--- config.mk ---
export PLATFORM = sky130hd
export DESIGN_NAME = fifo_burst_reader
export DESIGN_NICKNAME = d
export VERILOG_FILES = /design/src/rtl/fifo_burst_reader_pkg.sv /design/src/rtl/fifo_burst_reader.sv
export SDC_FILE = /design/constraint.sdc
export NUM_CORES = 1
export LEC_CHECK = 0
export BUFFER_PORTS_ARGS = -buffer_cell sky130_fd_sc_hd__buf_2
export CAP_MARGIN = 30
export CORE_UTILIZATION = 36
export CTS_BUF_LIST = sky130_fd_sc_hd__clkbuf_16
export DETAILED_ROUTE_END_ITERATION = 8
export SLEW_MARGIN = 30
export SYNTH_ARGS = -nofsm -noshare
export SYNTH_HDL_FRONTEND = slang
export SYNTH_SLANG_ARGS = --single-unit
--- constraint.sdc ---
create_clock -name clk_i -period 4.6 [get_ports clk_i]
set_input_delay 0.23 -clock clk_i [delete_from_list [all_inputs] [get_ports clk_i]]
set_output_delay 0.23 -clock clk_i [all_outputs]
set_load 0.01 [all_outputs]
--- src/rtl/fifo_burst_reader_pkg.sv ---
// Shared types and constants for fifo_burst_reader.
package fifo_burst_reader_pkg;

   typedef enum logic {
      IDLE  = 1'b0,
      BURST = 1'b1
   } state_t;

   localparam int STATS_CNT_WIDTH = 32;

endpackage

--- src/rtl/fifo_burst_reader.sv ---
// Frames show-ahead FIFO reads into first/last-marked bursts on a valid/ready stream.
// Define FIFO_BURST_READER_STATS_EN to add the burst_cnt_o / partial_cnt_o statistics outputs.
module fifo_burst_reader
   import fifo_burst_reader_pkg::*;
#(
   parameter int DATA_WIDTH = 8,
   parameter int ADDR_WIDTH = 3,
   parameter int BURST_LEN  = 4,
   parameter int TIMEOUT    = 16
) (
   input  logic                       clk_i,
   input  logic                       rst_n_i,
   input  logic [DATA_WIDTH-1:0]      fifo_data_i,
   input  logic                       fifo_empty_i,
   input  logic [ADDR_WIDTH:0]        fifo_used_words_i,
   output logic                       fifo_rd_o,
   output logic [DATA_WIDTH-1:0]      tdata_o,
   output logic                       tvalid_o,
   input  logic                       tready_i,
   output logic                       tfirst_o,
   output logic                       tlast_o
`ifdef FIFO_BURST_READER_STATS_EN
   ,
   output logic [STATS_CNT_WIDTH-1:0] burst_cnt_o,
   output logic [STATS_CNT_WIDTH-1:0] partial_cnt_o
`endif
);

   localparam int AVW = ADDR_WIDTH + 2;
   localparam int TW  = $clog2(TIMEOUT + 1);

   state_t                r_state;
   state_t                w_stateNext;
   logic [AVW-1:0]        r_burstLen;
   logic [AVW-1:0]        w_burstLenNext;
   logic [AVW-1:0]        r_wordCnt;
   logic [AVW-1:0]        w_wordNext;
   logic [TW-1:0]         r_tmoCnt;
   logic [TW-1:0]         w_tmoNext;
   logic [AVW-1:0]        w_avail;
   logic                  w_free;
   logic                  w_rd;
   logic                  w_partialStart;
   logic [DATA_WIDTH-1:0] r_tdata;
   logic                  r_tvalid;
   logic                  r_tfirst;
   logic                  r_tlast;

   // The word sitting at the FIFO output is not included in the used count.
   assign w_avail = {1'b0, fifo_used_words_i} + {{(AVW-1){1'b0}}, ~fifo_empty_i};
   assign w_free  = ~r_tvalid | tready_i;

   always_comb begin
      w_stateNext    = r_state;
      w_burstLenNext = r_burstLen;
      w_wordNext     = r_wordCnt;
      w_tmoNext      = r_tmoCnt;
      w_rd           = 1'b0;
      w_partialStart = 1'b0;
      case (r_state)
         IDLE: begin
            if (w_avail >= AVW'(BURST_LEN)) begin
               w_stateNext    = BURST;
               w_burstLenNext = AVW'(BURST_LEN);
               w_tmoNext      = '0;
            end else if (w_avail != '0) begin
               if (r_tmoCnt == TW'(TIMEOUT - 1)) begin
                  w_stateNext    = BURST;
                  w_burstLenNext = w_avail;
                  w_tmoNext      = '0;
                  w_partialStart = 1'b1;
               end else begin
                  w_tmoNext = r_tmoCnt + 1'b1;
               end
            end else begin
               w_tmoNext = '0;
            end
         end
         BURST: begin
            w_rd = ~fifo_empty_i & w_free;
            if (w_rd) begin
               if (r_wordCnt == r_burstLen - 1'b1) begin
                  w_wordNext  = '0;
                  w_stateNext = IDLE;
               end else begin
                  w_wordNext = r_wordCnt + 1'b1;
               end
            end
         end
         default: w_stateNext = IDLE;
      endcase
   end

   always_ff @(posedge clk_i or negedge rst_n_i) begin
      if (!rst_n_i) begin
         r_state    <= IDLE;
         r_burstLen <= '0;
         r_wordCnt  <= '0;
         r_tmoCnt   <= '0;
      end else begin
         r_state    <= w_stateNext;
         r_burstLen <= w_burstLenNext;
         r_wordCnt  <= w_wordNext;
         r_tmoCnt   <= w_tmoNext;
      end
   end

   // Single output stage: loads on every pop, otherwise drains when accepted.
   always_ff @(posedge clk_i or negedge rst_n_i) begin
      if (!rst_n_i) begin
         r_tdata  <= '0;
         r_tvalid <= 1'b0;
         r_tfirst <= 1'b0;
         r_tlast  <= 1'b0;
      end else if (w_rd) begin
         r_tdata  <= fifo_data_i;
         r_tvalid <= 1'b1;
         r_tfirst <= (r_wordCnt == '0);
         r_tlast  <= (r_wordCnt == r_burstLen - 1'b1);
      end else if (tready_i) begin
         r_tvalid <= 1'b0;
      end
   end

   assign fifo_rd_o = w_rd;
   assign tdata_o   = r_tdata;
   assign tvalid_o  = r_tvalid;
   assign tfirst_o  = r_tfirst;
   assign tlast_o   = r_tlast;

`ifdef FIFO_BURST_READER_STATS_EN
   logic [STATS_CNT_WIDTH-1:0] r_burstCnt;
   logic [STATS_CNT_WIDTH-1:0] r_partialCnt;

   always_ff @(posedge clk_i or negedge rst_n_i) begin
      if (!rst_n_i) begin
         r_burstCnt   <= '0;
         r_partialCnt <= '0;
      end else begin
         if (r_tvalid && tready_i && r_tlast) begin
            r_burstCnt <= r_burstCnt + 1'b1;
         end
         if (w_partialStart) begin
            r_partialCnt <= r_partialCnt + 1'b1;
         end
      end
   end

   assign burst_cnt_o   = r_burstCnt;
   assign partial_cnt_o = r_partialCnt;
`endif

endmodule

==> impl_metrics.toml, run 1 <==
[yosys]
yosys_warnings = 0
yosys-top-cells-area = "dfrtp_1 (51%), nand2_1 (9.6%), ha_1 (5.6%), xnor2_1 (2.6%), inv_1 (2.2%)"
synth_top_area_share = 0.506
netlist_instances = 134
synth_edf_count = 0
synth-async-reset-ratio = 1.00
ys_types = 36
ys_ff_latch = 27
synth_seq_area_share = 0.506
synth_area_sq_um = 1340
syn_area_per_cell_sq_um = 9.96
synth_most_common_cell = "nand2_1"
synth-main-ff-cell = "dfrtp_1"
synth_common_cells = "nand2_1 (34), dfrtp_1 (27), inv_1 (8)"
yosys.area.top_type = "dfrtp_1"
syn_nets = 156

[run_status]
status = "finished, final reports clean"

[clock_tree]
clk_latency_ns = 0.26
cts_tree = "yes"
cts_root_buf = "clkbuf_16"
clk_pin_slew_ns = 0.07
clock_tree.htree_level_count = 1
clockBufferDepth = 2
numCtsBuffers = 3
cts.sinks = 27

[drt]
detail_route.wl_per_cell_um = 12.2
routed_wl_um = 2550
drtIter0Drc = 24
viasPerCell = 4.91
vias = 1027
drc_errors = 0
ant_nets = 0
drt-pass1-iter-count = 3

[critical_path]
critPathMaxStageDelay_ns = 0.55
critPathCaptureType = "output pin"
start_kind = "flip-flop"
cp_max_fo = 17
crit_slowest_cell = "dfrtp_1"
crit_type = "flip-flop to output pin"
crit_chain = "nand3_2 > inv_1 > buf_2"
critPathRequiredTime_ns = 4.37
crit_path_start = "r_state$_DFF_PN0_"
timing.rr.start = "r_state$_DFF_PN0_"
arrival_ns = 1.83

[power]
irDropWorstVdd_mv = 0.173
p_leak_nw = 0.805
power_mw = 0.646
powerDensity_nw_per_um2 = 403

[global_routing]
grt_util_met2 = 0.245
grt-ovfl-total = 0
grt_start_max_net_pins = 28
use_met1 = 0.177
antenna_found_initial = 0
met3_usage = 0.0219
grt_use_total = 0.141
grt_pass1_vias = 1047
top_usage_layer = "met2"
grt_pass1_wl_um = 4440

[timing]
tightest_slew_ns = 0.597
finalCritPeriodShare = 0.448
hold_viol = 0
rsz0062_at_grt = "false"
period_needed_ns = 2.06
skew_ns = 0.00142
max_slew_margin = 0.602
final.setup.tns_ns = 0
max_freq_mhz = 486
drv_slew = 0
setup_viol = 0

[place]
port_buffers = 27
place_area_sq_um = 1510
routabilityCongestion = 0.754
dp_cells = 204
dp_hpwl_um = 1890

[cells_and_area]
area_growth_pct = 20.2
stdcell_count = 209
fillers = 328
stdcell_area_sq_um = 1600
antenna_cells = 0
drive_above_1_share = 0.227
fin_nets = 186

[floorplanning]
initial_utilization = 0.388
core_area_sq_um = 3440
die_h_um = 62.9
die_w_um = 62.9
die_area_sq_um = 3960
io_pins = 28
num_rows = 21

[hold_path]
min_from = "fifo_data_i[2]"
hold_class = "input pin to flip-flop"

[flow_run]
cap_viol_max_count = 0
## power by group
| part | internal [mW] | total, mW | switching, mW |
|---|---|---|---|
| Combinational | 0.0674 | 0.139 | 0.0712 |
| Sequential | 0.273 | 0.311 | 0.0380 |
| Clock | 0.117 | 0.197 | 0.0793 |
## worst max-delay path: cells and delay by family (launching register included)
| family | cells | cell delay, ns |
|---|---|---|
| and+or+nand+nor | 1 | 0.36 |
| DFF | 1 | 0.55 |
| buffers and inverters | 2 | 0.66 |
## metrics by stage
stage	setup slack [ns]	utilization	hold slack, ns
floorplan	2.98	-	-0.0656
global placement	2.77	0.440	0.272
detailed placement	2.71	0.440	0.276
CTS	2.53	0.466	0.157
global route	2.37	0.466	0.161
finish	2.54	0.466	0.157
## logic make-up after synthesis
logic type,Yosys count,share of synthesized area
mux,1,0.00750
compound gates,21,0.100
xor+xnor,7,0.0562
fa+ha+maj,6,0.0562
buf+inv,11,0.0328
simple gates,61,0.241
flops,27,0.506
## cell type report
cell class | instances | area, sq um | area share
multi-input cells | 96 | 616 | 0.384
well taps | 46 | 57.6 | 0.0359
repair buffers | 28 | 145 | 0.0905
clock inverters | 1 | 5.00 | 0.00312
clock buffers | 3 | 75.1 | 0.0468
inverters | 8 | 30.0 | 0.0187
flip-flops and latches | 27 | 676 | 0.421
## layer usage
metal	wire length, um	vias up	share of wire
li1	-	516	-
met1	1210	485	0.48
met2	1230	23	0.48
met3	86	3	0.034
met4	21	0	0.0082
met5	0	-	0
## cell usage in the layout (no fill, tap or decap), types with 2 or more instances in the layout
cell type / Yosys / routed
a21oi_1: 5 / 5
a22oi_1: 2 / 2
a32o_1: 2 / 2
and2_1: 2 / 2
buf_2: 2 / 27
clkbuf_16: 0 / 3
dfrtp_1: 27 / 27
ha_1: 6 / 6
inv_1: 8 / 8
nand2_1: 34 / 34
nand3_1: 3 / 3
nand3_2: 2 / 2
nor2_1: 4 / 4
nor3_1: 5 / 5
o21ai_0: 5 / 5
o21ai_1: 2 / 2
xnor2_1: 4 / 4
xor2_1: 2 / 2
## final timing paths
check                      cells after the start  slack, ns                         to
setup / recovery                               3       2.54                  fifo_rd_o
hold / removal                                 3       0.16     tdata_o[2]$_DFFE_PN0P_
setup reg to reg                               5       2.71   r_wordCnt[4]$_DFFE_PN0P_
hold reg to reg                                2       0.48        tlast_o$_DFFE_PN0P_
max in group asynchronous                      2       3.69   r_wordCnt[1]$_DFFE_PN0P_
min in group asynchronous                      2       0.52  r_burstLen[3]$_DFFE_PN0P_
## registers in the layout, summed over array words and instances, names as in the netlist
name,count
tfirst_o,1
tdata_o,8
r_state,1
tvalid_o,1
r_tmoCnt,5
tlast_o,1
r_burstLen,5
r_wordCnt,5
## repair_timing
action	CTS	global route
hold buffers	1	0
hold endpoints to repair	8	0
buffers inserted	0	0
gates resized for setup	0	0
No activity file was read; power rests on OpenSTA's default activity.
==> run 2, diff against run 1 <==
==> constraint.sdc (replaced) <==
create_clock -name clk_i -period 1.82 [get_ports clk_i]
set_input_delay 0.091 -clock clk_i [delete_from_list [all_inputs] [get_ports clk_i]]
set_output_delay 0.091 -clock clk_i [all_outputs]
set_load 0.01 [all_outputs]
==> run 2 against run 1 <==
Sequential power grew to 2.5 times the previous value. Sequential share of layout area is 1.5 points lower. Utilization is 1.8 points higher. Combinational power grew to 2.6 times the previous value. Power grew to 2.5 times the previous value. Global-route usage is 0.28 points higher. Non-clock buffer count is 6 higher. Critical path depth is 5 higher. Final cell count is 2.9% higher. Critical path type is now flip-flop to flip-flop. Largest cell class unchanged.
==> impl_metrics.toml, run 2 (synthesis gave the netlist of run 1 again) <==
[critical_path]
cp_max_fo = 7
critPathCaptureType = "flip-flop"
critPathRequiredTime_ns = 1.97
crit_type = "flip-flop to flip-flop"
arrival_ns = 1.90
start_kind = "flip-flop"
timing.rr.start = "r_burstLen[1]$_DFFE_PN0P_"
crit_path_start = "r_burstLen[1]$_DFFE_PN0P_"

[global_routing]
grt_pass1_wl_um = 4480
grt_pass1_vias = 1017
grt_use_total = 0.143
grt_start_max_net_pins = 28
grt-ovfl-total = 0
antenna_found_initial = 0

[flow_run]
cap_viol_max_count = 0

[place]
routabilityCongestion = 0.761
dp_hpwl_um = 1920
place_area_sq_um = 1540
port_buffers = 27
dp_cells = 208
place_ws_ns = 0.0426

[timing]
hold_viol = 0
tightest_slew_ns = 0.606
final.setup.tns_ns = 0
skew_ns = 0.00571
rsz0062_at_grt = "true"
holdWs_ns = 0.0143
setup_viol = 0
max_slew_margin = 0.596
period_needed_ns = 1.75
drv_slew = 0
max_freq_mhz = 571
setup_slack_ns = 0.0693
finalCritPeriodShare = 0.962

[cells_and_area]
layout_commonest_cell = "nand2_1"
stdcell_area_sq_um = 1670
utilization = 0.484
area_growth_pct = 24.7
antenna_cells = 0
stdcell_count = 215
final_cell_mix = "nand2_1 (34), buf_2 (27), dfrtp_1 (26)"
drive_above_1_share = 0.272
fin_nets = 192
largest_reg_flops = 8

[floorplanning]
initial_utilization = 0.388
num_rows = 21
die_h_um = 62.9
io_pins = 28
die_w_um = 62.9
die_area_sq_um = 3960
core_area_sq_um = 3440

[drt]
drtIter0Drc = 38
detail_route.wl_per_cell_um = 12.3
drc_errors = 0
vias = 1039
drt-pass1-iter-count = 4
ant_nets = 0
viasPerCell = 4.83
routed_wl_um = 2640

[hold_path]
min_from = "fifo_data_i[2]"
hold_class = "input pin to flip-flop"

[clock_tree]
clk_latency_ns = 0.26
numCtsBuffers = 3
cts_tree = "yes"
cts_root_buf = "clkbuf_16"
clk_pin_slew_ns = 0.07
cts.sinks = 27
clockBufferDepth = 2
clock_tree.htree_level_count = 1

[power]
p_leak_nw = 0.842
powerDensity_nw_per_um2 = 987
power_mw = 1.64
irDropWorstVdd_mv = 0.557

[run_status]
status = "finished, final reports clean"
-- run 2: cell types whose count changed in the layout (fill, tap and decap cells not counted) --
cell and delta:
buf_4 +6, clkinv_2 -1, clkinvlp_4 +1, dfrtp_1 -1, dfrtp_2 +1, nor3_1 -1, nor3_2 +1, xnor2_1 -1
xnor2_2 +1
-- run 2: worst max-delay path, cell delays in order, from the launching register on --
cell	delay, ns
dfrtp_1	0.38
inv_1	0.06
ha_1	0.29
xor2_1	0.17
nand3_2	0.11
nor3_4	0.32
buf_4	0.18
or3_1	0.09
o21ai_1	0.06
-- run 2: final cells by class --
type,instances,area [sq um]
Timing Repair Buffer,34,190
Fill cell,326,1780
Multi-Input combinational cell,96,628
Clock inverter,1,7.51
Inverter,8,30.0
Tap cell,46,57.6
Clock buffer,3,75.1
Sequential cell,27,677
-- run 2: power by group --
part,leakage (nW),switching (mW),internal [mW]
combinational,0.468,0.183,0.179
sequential,0.337,0.0912,0.689
clock,0.0371,0.202,0.299
-- run 2: final timing paths --
kind	endpoint	slack [ns]	cells after the start
min in group asynchronous	r_wordCnt[2]$_DFFE_PN0P_	0.37	2
worst max-delay path	r_wordCnt[0]$_DFFE_PN0P_	0.07	8
worst min-delay path	tdata_o[2]$_DFFE_PN0P_	0.01	3
worst min register to register	tfirst_o$_DFFE_PN0P_	0.47	2
max in group asynchronous	r_state$_DFF_PN0_	1.02	2
worst max register to register	r_wordCnt[0]$_DFFE_PN0P_	0.07	8
-- run 2: metal layers --
layer,GRT usage,up-vias,routed length [um],share of wire
met5,0,-,0,0
met4,0.0523,0,34,0.013
met3,0.0274,5,93,0.035
met2,0.235,26,1230,0.47
met1,0.186,477,1280,0.49
li1,-,531,-,-
-- run 2: what timing repair did --
item | 4_1_cts | 5_1_grt
resized for setup | 0 | 3
buffers inserted | 0 | 2
hold endpoints to repair | 27 | 0
hold buffers | 1 | 0
endpoints found under the setup margin | 0 | 5
